File: src/rtl/a20_pattern_tx.sv
// Serial pattern transmitter: sends PATTERN[LEN:0] MSB-first, REPEAT+1 times.
// Define A20_PATTERN_TX_GAP_EN to insert one idle-level GAP cycle between repetitions.
module a20_pattern_tx #(
  parameter logic IDLE_LEVEL = 1'b1
) (
  input  logic       CLOCK,
  input  logic       RESET,
  input  logic       START,
  input  logic [7:0] PATTERN,
  input  logic [2:0] LEN,
  input  logic [3:0] REPEAT,
  output logic       X,
  output logic       VALID,
  output logic       BUSY,
  output logic       DONE
);

  typedef enum logic [1:0] {S_IDLE, S_SHIFT, S_GAP, S_DONE} state_t;

  state_t     state_q, state_d;
  logic [7:0] pat_q, pat_d;
  logic [2:0] len_q, len_d;
  logic [2:0] idx_q, idx_d;
  logic [3:0] rep_q, rep_d;
  logic       x_q, x_d;
  logic       valid_q, valid_d;
  logic       busy_q, busy_d;
  logic       done_q, done_d;

  always_comb begin
    state_d = state_q;
    pat_d   = pat_q;
    len_d   = len_q;
    idx_d   = idx_q;
    rep_d   = rep_q;
    case (state_q)
      S_IDLE, S_DONE: begin
        if (START) begin
          pat_d   = PATTERN;
          len_d   = LEN;
          idx_d   = LEN;
          rep_d   = REPEAT;
          state_d = S_SHIFT;
        end else begin
          state_d = S_IDLE;
        end
      end
      S_SHIFT: begin
        if (idx_q != 3'd0) begin
          idx_d = idx_q - 3'd1;
        end else if (rep_q != 4'd0) begin
          rep_d = rep_q - 4'd1;
          idx_d = len_q;
`ifdef A20_PATTERN_TX_GAP_EN
          state_d = S_GAP;
`else
          state_d = S_SHIFT;
`endif
        end else begin
          state_d = S_DONE;
        end
      end
      S_GAP:   state_d = S_SHIFT;
      default: state_d = S_IDLE;
    endcase

    // Outputs are decoded from the next state so they line up with it once registered.
    x_d     = (state_d == S_SHIFT) ? pat_d[idx_d] : IDLE_LEVEL;
    valid_d = (state_d == S_SHIFT);
    busy_d  = (state_d == S_SHIFT) || (state_d == S_GAP);
    done_d  = (state_d == S_DONE);
  end

  always_ff @(posedge CLOCK) begin
    if (RESET) begin
      state_q <= S_IDLE;
      pat_q   <= 8'd0;
      len_q   <= 3'd0;
      idx_q   <= 3'd0;
      rep_q   <= 4'd0;
      x_q     <= IDLE_LEVEL;
      valid_q <= 1'b0;
      busy_q  <= 1'b0;
      done_q  <= 1'b0;
    end else begin
      state_q <= state_d;
      pat_q   <= pat_d;
      len_q   <= len_d;
      idx_q   <= idx_d;
      rep_q   <= rep_d;
      x_q     <= x_d;
      valid_q <= valid_d;
      busy_q  <= busy_d;
      done_q  <= done_d;
    end
  end

  assign X     = x_q;
  assign VALID = valid_q;
  assign BUSY  = busy_q;
  assign DONE  = done_q;

endmodule
File: config.mk
export PLATFORM = sky130hd
export DESIGN_NAME = a20_pattern_tx
export DESIGN_NICKNAME = d
export VERILOG_FILES = /design/src/rtl/a20_pattern_tx.sv
export SDC_FILE = /design/constraint.sdc
export NUM_CORES = 1
export LEC_CHECK = 0
export CAP_MARGIN = 20
export CORE_MARGIN = 1.5
export CORE_UTILIZATION = 45
export DETAILED_ROUTE_END_ITERATION = 8
export PLACE_DENSITY = 0.69
export SYNTH_ARGS = -nofsm -noshare
export SYNTH_HDL_FRONTEND = slang
export SYNTH_SLANG_ARGS = --single-unit
File: constraint.sdc
create_clock -name CLOCK -period 5.9 [get_ports CLOCK]
set_input_delay 0.885 -clock CLOCK [delete_from_list [all_inputs] [get_ports CLOCK]]
set_output_delay 0.885 -clock CLOCK [all_outputs]
set_load 0.02 [all_outputs]
==> reports/qor.log, run 1 <==
qor: logic_synthesis.synth_fp_nets 176
qor: worst_setup_path.critical_path.max_fanout 15
qor: floorplanning.floorplan.io_pins 22
qor: clocking.htree_num_levels 1
qor: timing.slew_headroom 0.445
qor: global_routing.grt_start_max_net_pins 24
qor: detailed_routing.first_pass_drt_iterations 6
qor: placement.io_buffer_count 21
qor: timing.max_clock_freq 370 MHz
qor: logic_synthesis.synth_cell_type_count 32
qor: clocking.clkSlewWorstSetupHoldPaths 0.12 ns
qor: timing.final.setup.worst_slack 3.20 ns
qor: detailed_routing.post_drt_via_cell_ratio 5.47
qor: run_status.outcome finished, final reports clean
qor: floorplanning.chipHeight 57.0 um
qor: finish.fillers 247
qor: worst_setup_path.cp_slowest_stage_delay 0.59 ns
qor: clocking.cts_resized 0
qor: logic_synthesis.synth_area_leaders sky130_fd_sc_hd__dfxtp_1, sky130_fd_sc_hd__nand2_1, sky130_fd_sc_hd__mux4_2
qor: job.max_cap_viol_count 0
qor: clocking.clock_tree.root_cell sky130_fd_sc_hd__clkbuf_4
qor: worst_setup_path.worst_path_buf_inv 1
qor: finish.number_of_nets_in_the_layout 196
qor: logic_synthesis.postSynthCellCount 151
qor: worst_setup_path.critical_path.endpoint_type flip-flop
qor: logic_synthesis.fraction_of_post_synthesis_cell_area_in_the_top_cell_type_by_area 0.366
qor: clocking.cts_tree yes
qor: detailed_routing.detail_route.wl_per_cell 13.1 um
qor: global_routing.wire_length_of_the_first_global_routing_pass 4.60 mm
qor: detailed_routing.remaining_drc_errors 0
qor: timing.grt_setup_unrepaired false
qor: clocking.cts_max_path_buffers 2
qor: worst_setup_path.critPathTopFamily simple AND/OR/NAND/NOR gates
qor: worst_setup_path.arrival 2.91 ns
qor: clocking.clkLatencyLatePin 0.31 ns
qor: finish.area.growth.synth_to_final 20.0%
qor: floorplanning.dieWidth 57.0 um
qor: worst_setup_path.cp.required 6.11 ns
qor: logic_synthesis.synthesis.area_per_instance 8.68 sq um
qor: floorplanning.floorplan.die_area 0.00325 sq mm
qor: timing.post-route-period-util 0.458
qor: logic_synthesis.synth-seq-cells 24
qor: logic_synthesis.netlist_area 0.00131 sq mm
qor: worst_setup_path.timing.critical_path.slowest_stage_cell sky130_fd_sc_hd__mux4_2
qor: finish.antenna_cells_inserted 0
qor: logic_synthesis.edff_count_synth 0
qor: logic_synthesis.netlist.top_cell.by_area sky130_fd_sc_hd__dfxtp_1
qor: detailed_routing.ant_nets 0
qor: worst_setup_path.path_cells clkdlybuf4s50_1 -> and2_1 -> mux4_2 -> a221oi_2 -> nand2_1
qor: global_routing.overall_overflow_remaining_after_global_route 0
qor: timing.hold_viol 0
qor: placement.placement.setup.worst_slack 2.84 ns
qor: placement.post_dp_hpwl 2.01 mm
qor: logic_synthesis.synth-main-ff-cell sky130_fd_sc_hd__dfxtp_1
qor: worst_setup_path.critical_path_source_type input pin
qor: floorplanning.rows 19
qor: worst_hold_path.min_path_type reg -> reg
qor: detailed_routing.initialDrtViolationCount 49
qor: timing.final-setup-viol-count 0
qor: timing.final.min_clock_period 2.71 ns
qor: global_routing.vias_in_the_first_global_route 1,065
qor: placement.gpl.final_weighted_congestion 0.823
qor: logic_synthesis.yosys_warnings 0
qor: clocking.cts_hold_buffers_added 0
qor: pwr.power-per-cell-area 308 mW/mm^2
qor: logic_synthesis.seq_total_area_yosys 0.366
qor: floorplanning.initial_core_util 0.475
qor: timing.final_max_slew_viol_count 0
qor: clocking.cts_post_setup_buffers_inserted 0
qor: finish.drive_above_1_share 0.0882
qor: pwr.power.static_leakage 0.000642 uW
qor: clocking.cts_num_sinks 24
qor: global_routing.track_usage 0.182
qor: worst_setup_path.criticalPathCategory in -> reg
qor: logic_synthesis.synthArstFlopShare 0
qor: timing.worst-slew-pin-transition 0.830 ns
qor: pwr.vdd.ir_drop.worst 0.000220 V
qor: logic_synthesis.most_numerous_cell_types_in_the_synthesized_netlist sky130_fd_sc_hd__nand2_1, sky130_fd_sc_hd__dfxtp_1, sky130_fd_sc_hd__a21oi_1, sky130_fd_sc_hd__inv_1, sky130_fd_sc_hd__nor2_1
qor: detailed_routing.wl_final 2.63 mm
qor: clocking.numCtsBuffers 3
qor: detailed_routing.detailroute.via_count 1,100
qor: floorplanning.design.core.area 0.00276 sq mm
qor: logic_synthesis.yosysMostFrequentCell sky130_fd_sc_hd__nand2_1
qor: timing.totalNegativeSetupSlack 0 ns
qor: global_routing.grt_antenna_before_repair 0
qor: timing.clock-skew-final 0.00560 ns
==> state kept, by name, indices dropped and copies added, names as in the netlist <==
name / cells
state_q: 2
pat_q: 8
idx_q: 3
BUSY: 1
VALID: 1
rep_q: 4
DONE: 1
X: 1
len_q: 3
==> metal layers <==
layer  share of wire  GRT usage  vias up
li1                -          -      567
met2            0.47      0.304       21
met3           0.030     0.0272        5
met4           0.019     0.0831        0
met5               0          0        -
met1            0.48      0.232      507
==> metrics by stage <==
stage               utilization  total power (uW)  instances  instance area [sq um]  hold slack (ns)
finish                    0.571               486        201                   1570            0.461
global route              0.571               526        201                   1570            0.486
CTS                       0.571               490        201                   1570            0.464
detailed placement        0.558               406        197                   1540            0.447
global placement          0.558               400        197                   1540            0.442
floorplan                     -               352        151                   1310            0.433
==> final cells by class <==
type	instances	area, sq um	share of cell area
Clock buffer	4	36.3	0.0231
Inverter	11	41.3	0.0262
Multi-Input combinational cell	110	767	0.487
Sequential cell	24	480	0.305
Tap cell	31	38.8	0.0246
Timing Repair Buffer	21	210	0.134
==> where the power goes <==
part | total, uW | internal [uW] | switching [uW]
Sequential | 201 | 185 | 16.6
Clock | 83.9 | 37.7 | 46.2
Combinational | 200 | 96.5 | 104
Total | 486 | 319 | 167
==> layout by cell type (no fill, tap or decap), drive strengths merged <==
| cell | n |
|---|---|
| dfxtp | 24 |
| and2 | 3 |
| nand3b | 3 |
| o211a | 1 |
| a22o | 2 |
| a21boi | 1 |
| a22oi | 2 |
| a221oi | 2 |
| clkbuf | 4 |
| o31ai | 1 |
| nand2 | 28 |
| a21oi | 16 |
| nor2 | 10 |
| nand2b | 5 |
| inv | 11 |
| ha | 7 |
| o22ai | 2 |
| nor2b | 7 |
| mux2i | 2 |
| clkdlybuf4s50 | 21 |
| a41o | 2 |
| mux2 | 1 |
| a222oi | 2 |
| a31oi | 1 |
| o21ai | 5 |
| mux4 | 4 |
| nor3b | 1 |
| nor3 | 1 |
| a211oi | 1 |
==> logic make-up after synthesis <==
logic type | after synthesis | share of synthesized area
compound gates | 38 | 0.204
fa+ha+maj | 7 | 0.0668
buf+inv | 17 | 0.0487
flops | 24 | 0.366
mux | 7 | 0.0926
simple gates | 58 | 0.221
==> path summary, 6_finish.rpt <==
| check | cells past startpoint | slack (ns) | to | from |
|---|---|---|---|---|
| max | 5 | 3.20 | X | START |
| min | 2 | 0.46 | pat_q[2] | pat_q[2] |
| max reg2reg | 8 | 3.45 | X | idx_q[0] |
| min reg2reg | 2 | 0.46 | pat_q[2] | pat_q[2] |
==> worst min-delay path, delay by kind of cell (launching register included) <==
kind	cells	cell delay, ns
AOI/OAI and AO/OA	1	0.05
and+or+nand+nor	1	0.05
DFF	1	0.33
No activity file was read; power rests on OpenSTA's default activity.
==> inputs of run 2 (changes only) <==
clock period = 2.74 ns   (was 5.9 ns; I/O delays follow)
==> run 2 against run 1 <==
Against the previous run:
- flip-flop and latch count stayed put
- core utilization is 0.54 points higher
- global-route usage is 0.19 points higher
- non-clock buffer count is 2 higher
- die area stayed put
- worst setup slack worse by 2.9 ns
- largest power group is now combinational cells
- highest routed layer unchanged
==> reports/qor.log, run 2 (synthesis results as in run 1) <==
qor: worst_hold_path.min_path_type reg -> reg
qor: pwr.vdd.ir_drop.worst 0.000471 V [+110%]
qor: clocking.cts_num_sinks 24 [unchanged]
qor: pwr.power.static_leakage 0.000651 uW [+1.5%]
qor: clocking.clkSlewWorstSetupHoldPaths 0.14 ns [+0.02 ns]
qor: placement.placement.setup.worst_slack 0.289 ns [-2.55 ns]
qor: timing.final.min_clock_period 2.42 ns
qor: detailed_routing.detail_route.wl_per_cell 13.6 um [+4.1%]
qor: run_status.outcome finished, final reports clean
qor: clocking.clkLatencyLatePin 0.32 ns [about the same]
qor: timing.max_clock_freq 413 MHz
qor: floorplanning.dieWidth 57.0 um [unchanged]
qor: timing.final_max_slew_viol_count 0 [unchanged]
qor: finish.area.growth.synth_to_final 21.2%
qor: finish.number_of_nets_in_the_layout 198 [+1.0%]
qor: finish.fillers 255 [+3.2%]
qor: timing.worst-slew-pin-transition 0.663 ns [-0.167 ns]
qor: finish.most-common-layout-cells sky130_fd_sc_hd__nand2_1, sky130_fd_sc_hd__dfxtp_1, sky130_fd_sc_hd__clkdlybuf4s50_1
qor: clocking.htree_num_levels 1 [unchanged]
qor: finish.final_common_cell sky130_fd_sc_hd__nand2_1
qor: detailed_routing.ant_nets 0 [unchanged]
qor: worst_setup_path.timing.critical_path.slowest_stage_cell sky130_fd_sc_hd__dfxtp_1
qor: worst_setup_path.critical_path_source_type flip-flop
qor: floorplanning.floorplan.io_pins 22 [unchanged]
qor: floorplanning.initial_core_util 0.475 [unchanged]
qor: worst_setup_path.path_cells inv_1 -> ha_1 -> nor2b_4 -> a41o_1 -> a211oi_2 -> mux4_2 -> a221oi_2 -> nand2_1
qor: timing.final.setup.worst_slack 0.318 ns [-2.88 ns]
qor: placement.post_dp_hpwl 2.14 mm [+6.5%]
qor: worst_setup_path.cp.required 2.95 ns [-3.16 ns]
qor: worst_setup_path.criticalPathCategory reg -> reg
qor: clocking.numCtsBuffers 3 [unchanged]
qor: job.max_cap_viol_count 0 [unchanged]
qor: finish.area.sequential 480 sq um [unchanged]
qor: global_routing.overall_overflow_remaining_after_global_route 0 [unchanged]
qor: detailed_routing.remaining_drc_errors 0 [unchanged]
qor: worst_setup_path.arrival 2.63 ns [-0.28 ns]
qor: floorplanning.floorplan.die_area 0.00325 sq mm [unchanged]
qor: clocking.cts_tree yes
qor: detailed_routing.wl_final 2.77 mm [+5.2%]
qor: detailed_routing.detailroute.via_count 1,128 [+2.5%]
qor: finish.multi_input_area 767 sq um [unchanged]
qor: finish.max_flop_register pat_q
qor: global_routing.track_usage 0.184 [+0.00194]
qor: placement.io_buffer_count 21 [unchanged]
qor: detailed_routing.initialDrtViolationCount 54 [+10%]
qor: global_routing.grt_start_max_net_pins 14 [-42%]
qor: pwr.power-per-cell-area 669 mW/mm^2 [+120%]
qor: clocking.cts_post_setup_buffers_inserted 0 [unchanged]
qor: timing.hold_viol 0 [unchanged]
qor: floorplanning.chipHeight 57.0 um [unchanged]
qor: detailed_routing.post_drt_via_cell_ratio 5.56 [+1.5%]
qor: placement.gpl.final_weighted_congestion 0.856 [+4.1%]
qor: timing.grt_setup_unrepaired false
qor: finish.drive_above_1_share 0.0988 [+0.0106]
qor: timing.clock-skew-final 0.0142 ns [+0.00858 ns]
qor: detailed_routing.first_pass_drt_iterations 4 [-2]
qor: global_routing.grt_antenna_before_repair 0 [unchanged]
qor: clocking.cts_hold_buffers_added 0 [unchanged]
qor: finish.reg.largest.list pat_q: 8 flops, rep_q: 4 flops
qor: finish.largest_register_ffs 8 [unchanged]
qor: clocking.clock_tree.root_cell sky130_fd_sc_hd__clkbuf_4
qor: floorplanning.rows 19 [unchanged]
qor: worst_setup_path.cp_slowest_stage_delay 0.43 ns [-0.16 ns]
qor: finish.antenna_cells_inserted 0 [unchanged]
qor: timing.totalNegativeSetupSlack 0 ns [unchanged]
qor: global_routing.vias_in_the_first_global_route 1,101 [+3.4%]
qor: timing.final-setup-viol-count 0 [unchanged]
qor: clocking.cts_max_path_buffers 2 [unchanged]
qor: timing.slew_headroom 0.558 [+0.113]
qor: worst_setup_path.critical_path.max_fanout 7 [-8]
qor: timing.post-route-period-util 0.884
qor: floorplanning.design.core.area 0.00276 sq mm [unchanged]
qor: clocking.cts_resized 0 [unchanged]
qor: global_routing.wire_length_of_the_first_global_routing_pass 4.74 mm [+3.0%]
qor: worst_setup_path.critical_path.endpoint_type flip-flop
[run 2: path summary, 6_finish.rpt]
path	start	to	slack (ns)	cells after the start
hold / removal	pat_q[0]	pat_q[0]	0.47	2
hold reg to reg	pat_q[0]	pat_q[0]	0.47	2
setup reg to reg	idx_q[0]	X	0.32	8
setup / recovery	idx_q[0]	X	0.32	8
[run 2: layout make-up]
type                            count  share of cell area
Clock buffer                        4              0.0228
Inverter                           11              0.0260
Multi-Input combinational cell    110               0.483
Sequential cell                    24               0.302
Tap cell                           31              0.0244
Timing Repair Buffer               23               0.142
[run 2: per-stage QoR]
stage / std cells / util / hold WS, ns / instance area, sq um / total power [uW]
2_1_floorplan: 151 / - / 0.433 / 1310 / 758
3_3_place_gp: 199 / 0.563 / 0.442 / 1550 / 865
3_5_place_dp: 199 / 0.563 / 0.447 / 1550 / 880
4_1_cts: 203 / 0.576 / 0.466 / 1590 / 1070
5_1_grt: 203 / 0.576 / 0.497 / 1590 / 1140
6_report: 203 / 0.576 / 0.466 / 1590 / 1060
[run 2: worst max-delay path, delay by kind of cell, from the launching register on]
family          cells  cell delay [ns]
flops               1             0.43
buf+inv             1             0.08
compound gates      3             0.91
simple gates        2             0.25
mux                 1             0.38
fa+ha+maj           1             0.27
[run 2: metal layers]
metal	vias to the layer above	share of wire	track usage
met5	-	0	0
met4	0	0.0061	0.0399
met3	2	0.031	0.0431
met2	17	0.50	0.337
met1	539	0.46	0.218
li1	570	-	-
[run 2: power breakdown]
part           switching [uW]  total, uW  internal [uW]
clock network             107        188           81.1
registers                36.4        434            398
logic                     230        441            212
==> inputs of run 3 (changes only) <==
clock period = 2.85 ns   (was 2.74 ns; I/O delays follow)
==> run 3 against run 2 <==
Against the previous run:
- routed wire length increased by 2.2%
- maximum frequency decreased by 1.7%
- sequential power decreased by 4%
- worst hold slack about the same
- critical path depth unchanged
- sequential share of layout area decreased by 0.31 points
- non-clock buffer count unchanged
- core utilization increased by 0.59 points
- die area unchanged
- cell count unchanged
==> reports/qor.log, run 3 (synthesis results as in run 1) <==
qor: run_status.outcome finished, final reports clean
qor: timing.post-route-period-util 0.865 [-0.0190]
qor: worst_setup_path.arrival 2.70 ns [+0.07 ns]
qor: detailed_routing.initialDrtViolationCount 37 [-31%]
qor: timing.worst-slew-pin-transition 0.688 ns [+0.0249 ns]
qor: clocking.cts_hold_buffers_added 0 [unchanged]
qor: timing.max_clock_freq 406 MHz [-1.7%]
qor: clocking.cts_max_path_buffers 2 [unchanged]
qor: clocking.numCtsBuffers 3 [unchanged]
qor: timing.final.min_clock_period 2.46 ns [+0.0431 ns]
qor: detailed_routing.remaining_drc_errors 0 [unchanged]
qor: placement.gpl.final_weighted_congestion 0.784 [-8.4%]
qor: detailed_routing.ant_nets 0 [unchanged]
qor: clocking.cts_post_setup_buffers_inserted 0 [unchanged]
qor: timing.clock-skew-final 0.00665 ns [-0.00753 ns]
qor: clocking.clkLatencyLatePin 0.33 ns [about the same]
qor: floorplanning.dieWidth 57.0 um [unchanged]
qor: clocking.cts_resized 0 [unchanged]
qor: floorplanning.initial_core_util 0.475 [unchanged]
qor: floorplanning.rows 19 [unchanged]
qor: worst_setup_path.criticalPathCategory reg -> reg
qor: worst_hold_path.holdPathStages 2 [unchanged]
qor: global_routing.wire_length_of_the_first_global_routing_pass 4.77 mm [+0.72%]
qor: pwr.vdd.ir_drop.worst 0.000513 V [+9.0%]
qor: finish.final_common_cell sky130_fd_sc_hd__nand2_1
qor: timing.hold_viol 0 [unchanged]
qor: detailed_routing.wl_final 2.83 mm [+2.2%]
qor: worst_setup_path.cp.required 3.08 ns [+0.13 ns]
qor: worst_setup_path.critical_path_source_type flip-flop
qor: worst_hold_path.hold-path-endpoint pat_q[3]
qor: timing.final.setup.worst_slack 0.385 ns [+0.0669 ns]
qor: finish.drive_above_1_share 0.0988 [unchanged]
qor: clocking.cts_tree yes
qor: finish.largest_register_ffs 8 [unchanged]
qor: global_routing.track_usage 0.190 [+0.00634]
qor: timing.totalNegativeSetupSlack 0 ns [unchanged]
qor: floorplanning.design.core.area 0.00276 sq mm [unchanged]
qor: floorplanning.floorplan.die_area 0.00325 sq mm [unchanged]
qor: finish.most-common-layout-cells sky130_fd_sc_hd__nand2_1, sky130_fd_sc_hd__dfxtp_1, sky130_fd_sc_hd__clkdlybuf4s50_1
qor: worst_hold_path.min_from pat_q[3]
qor: global_routing.grt_antenna_before_repair 0 [unchanged]
qor: pwr.power-per-cell-area 685 mW/mm^2 [+2.3%]
qor: timing.slew_headroom 0.541 [-0.0166]
qor: global_routing.vias_in_the_first_global_route 1,085 [-1.5%]
qor: clocking.clock_tree.root_cell sky130_fd_sc_hd__clkbuf_4
qor: floorplanning.chipHeight 57.0 um [unchanged]
qor: floorplanning.floorplan.io_pins 22 [unchanged]
qor: job.max_cap_viol_count 0 [unchanged]
qor: placement.placement.setup.worst_slack 0.328 ns [+0.0388 ns]
qor: finish.number_of_nets_in_the_layout 198 [unchanged]
qor: finish.fillers 258 [+1.2%]
qor: finish.reg.largest.list pat_q: 8 flops, rep_q: 4 flops
qor: detailed_routing.post_drt_via_cell_ratio 5.50 [-1.1%]
qor: detailed_routing.first_pass_drt_iterations 4 [unchanged]
qor: global_routing.overall_overflow_remaining_after_global_route 0 [unchanged]
qor: finish.antenna_cells_inserted 0 [unchanged]
qor: clocking.cts_num_sinks 24 [unchanged]
qor: detailed_routing.detail_route.wl_per_cell 13.9 um [+2.2%]
qor: clocking.clkSlewWorstSetupHoldPaths 0.15 ns [about the same]
qor: worst_hold_path.min_path_type reg -> reg
qor: pwr.power.static_leakage 0.000658 uW [+1.1%]
qor: finish.area.growth.synth_to_final 22.4%
qor: worst_setup_path.critical_path.endpoint_type flip-flop
qor: placement.io_buffer_count 21 [unchanged]
qor: worst_setup_path.ff2ff_setup_slack 0.39 ns [+0.07 ns]
qor: worst_setup_path.critical_path.max_fanout 7 [unchanged]
qor: detailed_routing.detailroute.via_count 1,116 [-1.1%]
qor: global_routing.grt_start_max_net_pins 15 [+1]
qor: placement.post_dp_hpwl 2.02 mm [-5.3%]
qor: timing.final_max_slew_viol_count 0 [unchanged]
qor: clocking.htree_num_levels 1 [unchanged]
qor: worst_setup_path.ff2ff_path_depth 8 [unchanged]
qor: timing.grt_setup_unrepaired false
qor: timing.final-setup-viol-count 0 [unchanged]
qor: worst_setup_path.worst_r2r_endpoint X
qor: finish.max_flop_register pat_q
qor: worst_setup_path.reg2reg_from idx_q[0]
==> run 3: cell count changes in the layout (fill, tap and decap cells not counted) <==
cell and delta:
sky130_fd_sc_hd__bufinv_16 +1, sky130_fd_sc_hd__clkbuf_8 -1
==> run 3: where the power goes <==
group	internal (uW)	switching, uW	total, uW
registers	382	34.4	417
logic	204	223	427
clock network	142	114	256
total	728	371	1100
==> run 3: final cells by class <==
type / count / area (sq um) / area share
clock buffer: 3 / 22.5 / 0.0140
clock inverter: 1 / 30.0 / 0.0187
inverter: 11 / 41.3 / 0.0257
multi-input combinational: 110 / 767 / 0.478
sequential: 24 / 480 / 0.299
tap: 31 / 38.8 / 0.0242
timing repair buffer: 23 / 225 / 0.140
==> run 3: critical path, cell delays in order, from the launching register on <==
cell and delay [ns]:
sky130_fd_sc_hd__dfxtp_1 0.44, sky130_fd_sc_hd__inv_1 0.09, sky130_fd_sc_hd__ha_1 0.28, sky130_fd_sc_hd__nor2b_4 0.18, sky130_fd_sc_hd__a41o_1 0.25, sky130_fd_sc_hd__a211oi_2 0.42
sky130_fd_sc_hd__mux4_2 0.39, sky130_fd_sc_hd__a221oi_2 0.25, sky130_fd_sc_hd__nand2_1 0.06
==> run 3: worst max-delay path by stage <==
| stage | start | end | slack (ns) |
|---|---|---|---|
| floorplan | idx_q[0] | X | 0.70 |
| global placement | START | X | 0.37 |
| detailed placement | START | X | 0.33 |
| CTS | idx_q[0] | X | 0.39 |
| global route | idx_q[0] | X | 0.30 |
| finish | idx_q[0] | X | 0.39 |
==> run 3: layer usage <==
layer	vias to the layer above	routed length (um)	share of wire	global-route usage
met1	518	1240	0.44	0.230
met4	0	38	0.013	0.0731
met5	-	0	0	0
met3	4	130	0.046	0.0522
li1	568	-	-	-
met2	26	1420	0.50	0.322
==> run 3: through the flow <==
stage                     hold slack (ns)  instance area, sq um  total power, uW  cells  utilization
after floorplan                     0.433                  1310              729    151            -
final                               0.466                  1610             1100    203        0.582
after CTS                           0.468                  1610             1100    203        0.582
after global routing                0.480                  1610             1170    203        0.582
after global placement              0.442                  1550              832    199        0.563
after detailed placement            0.449                  1550              844    199        0.563
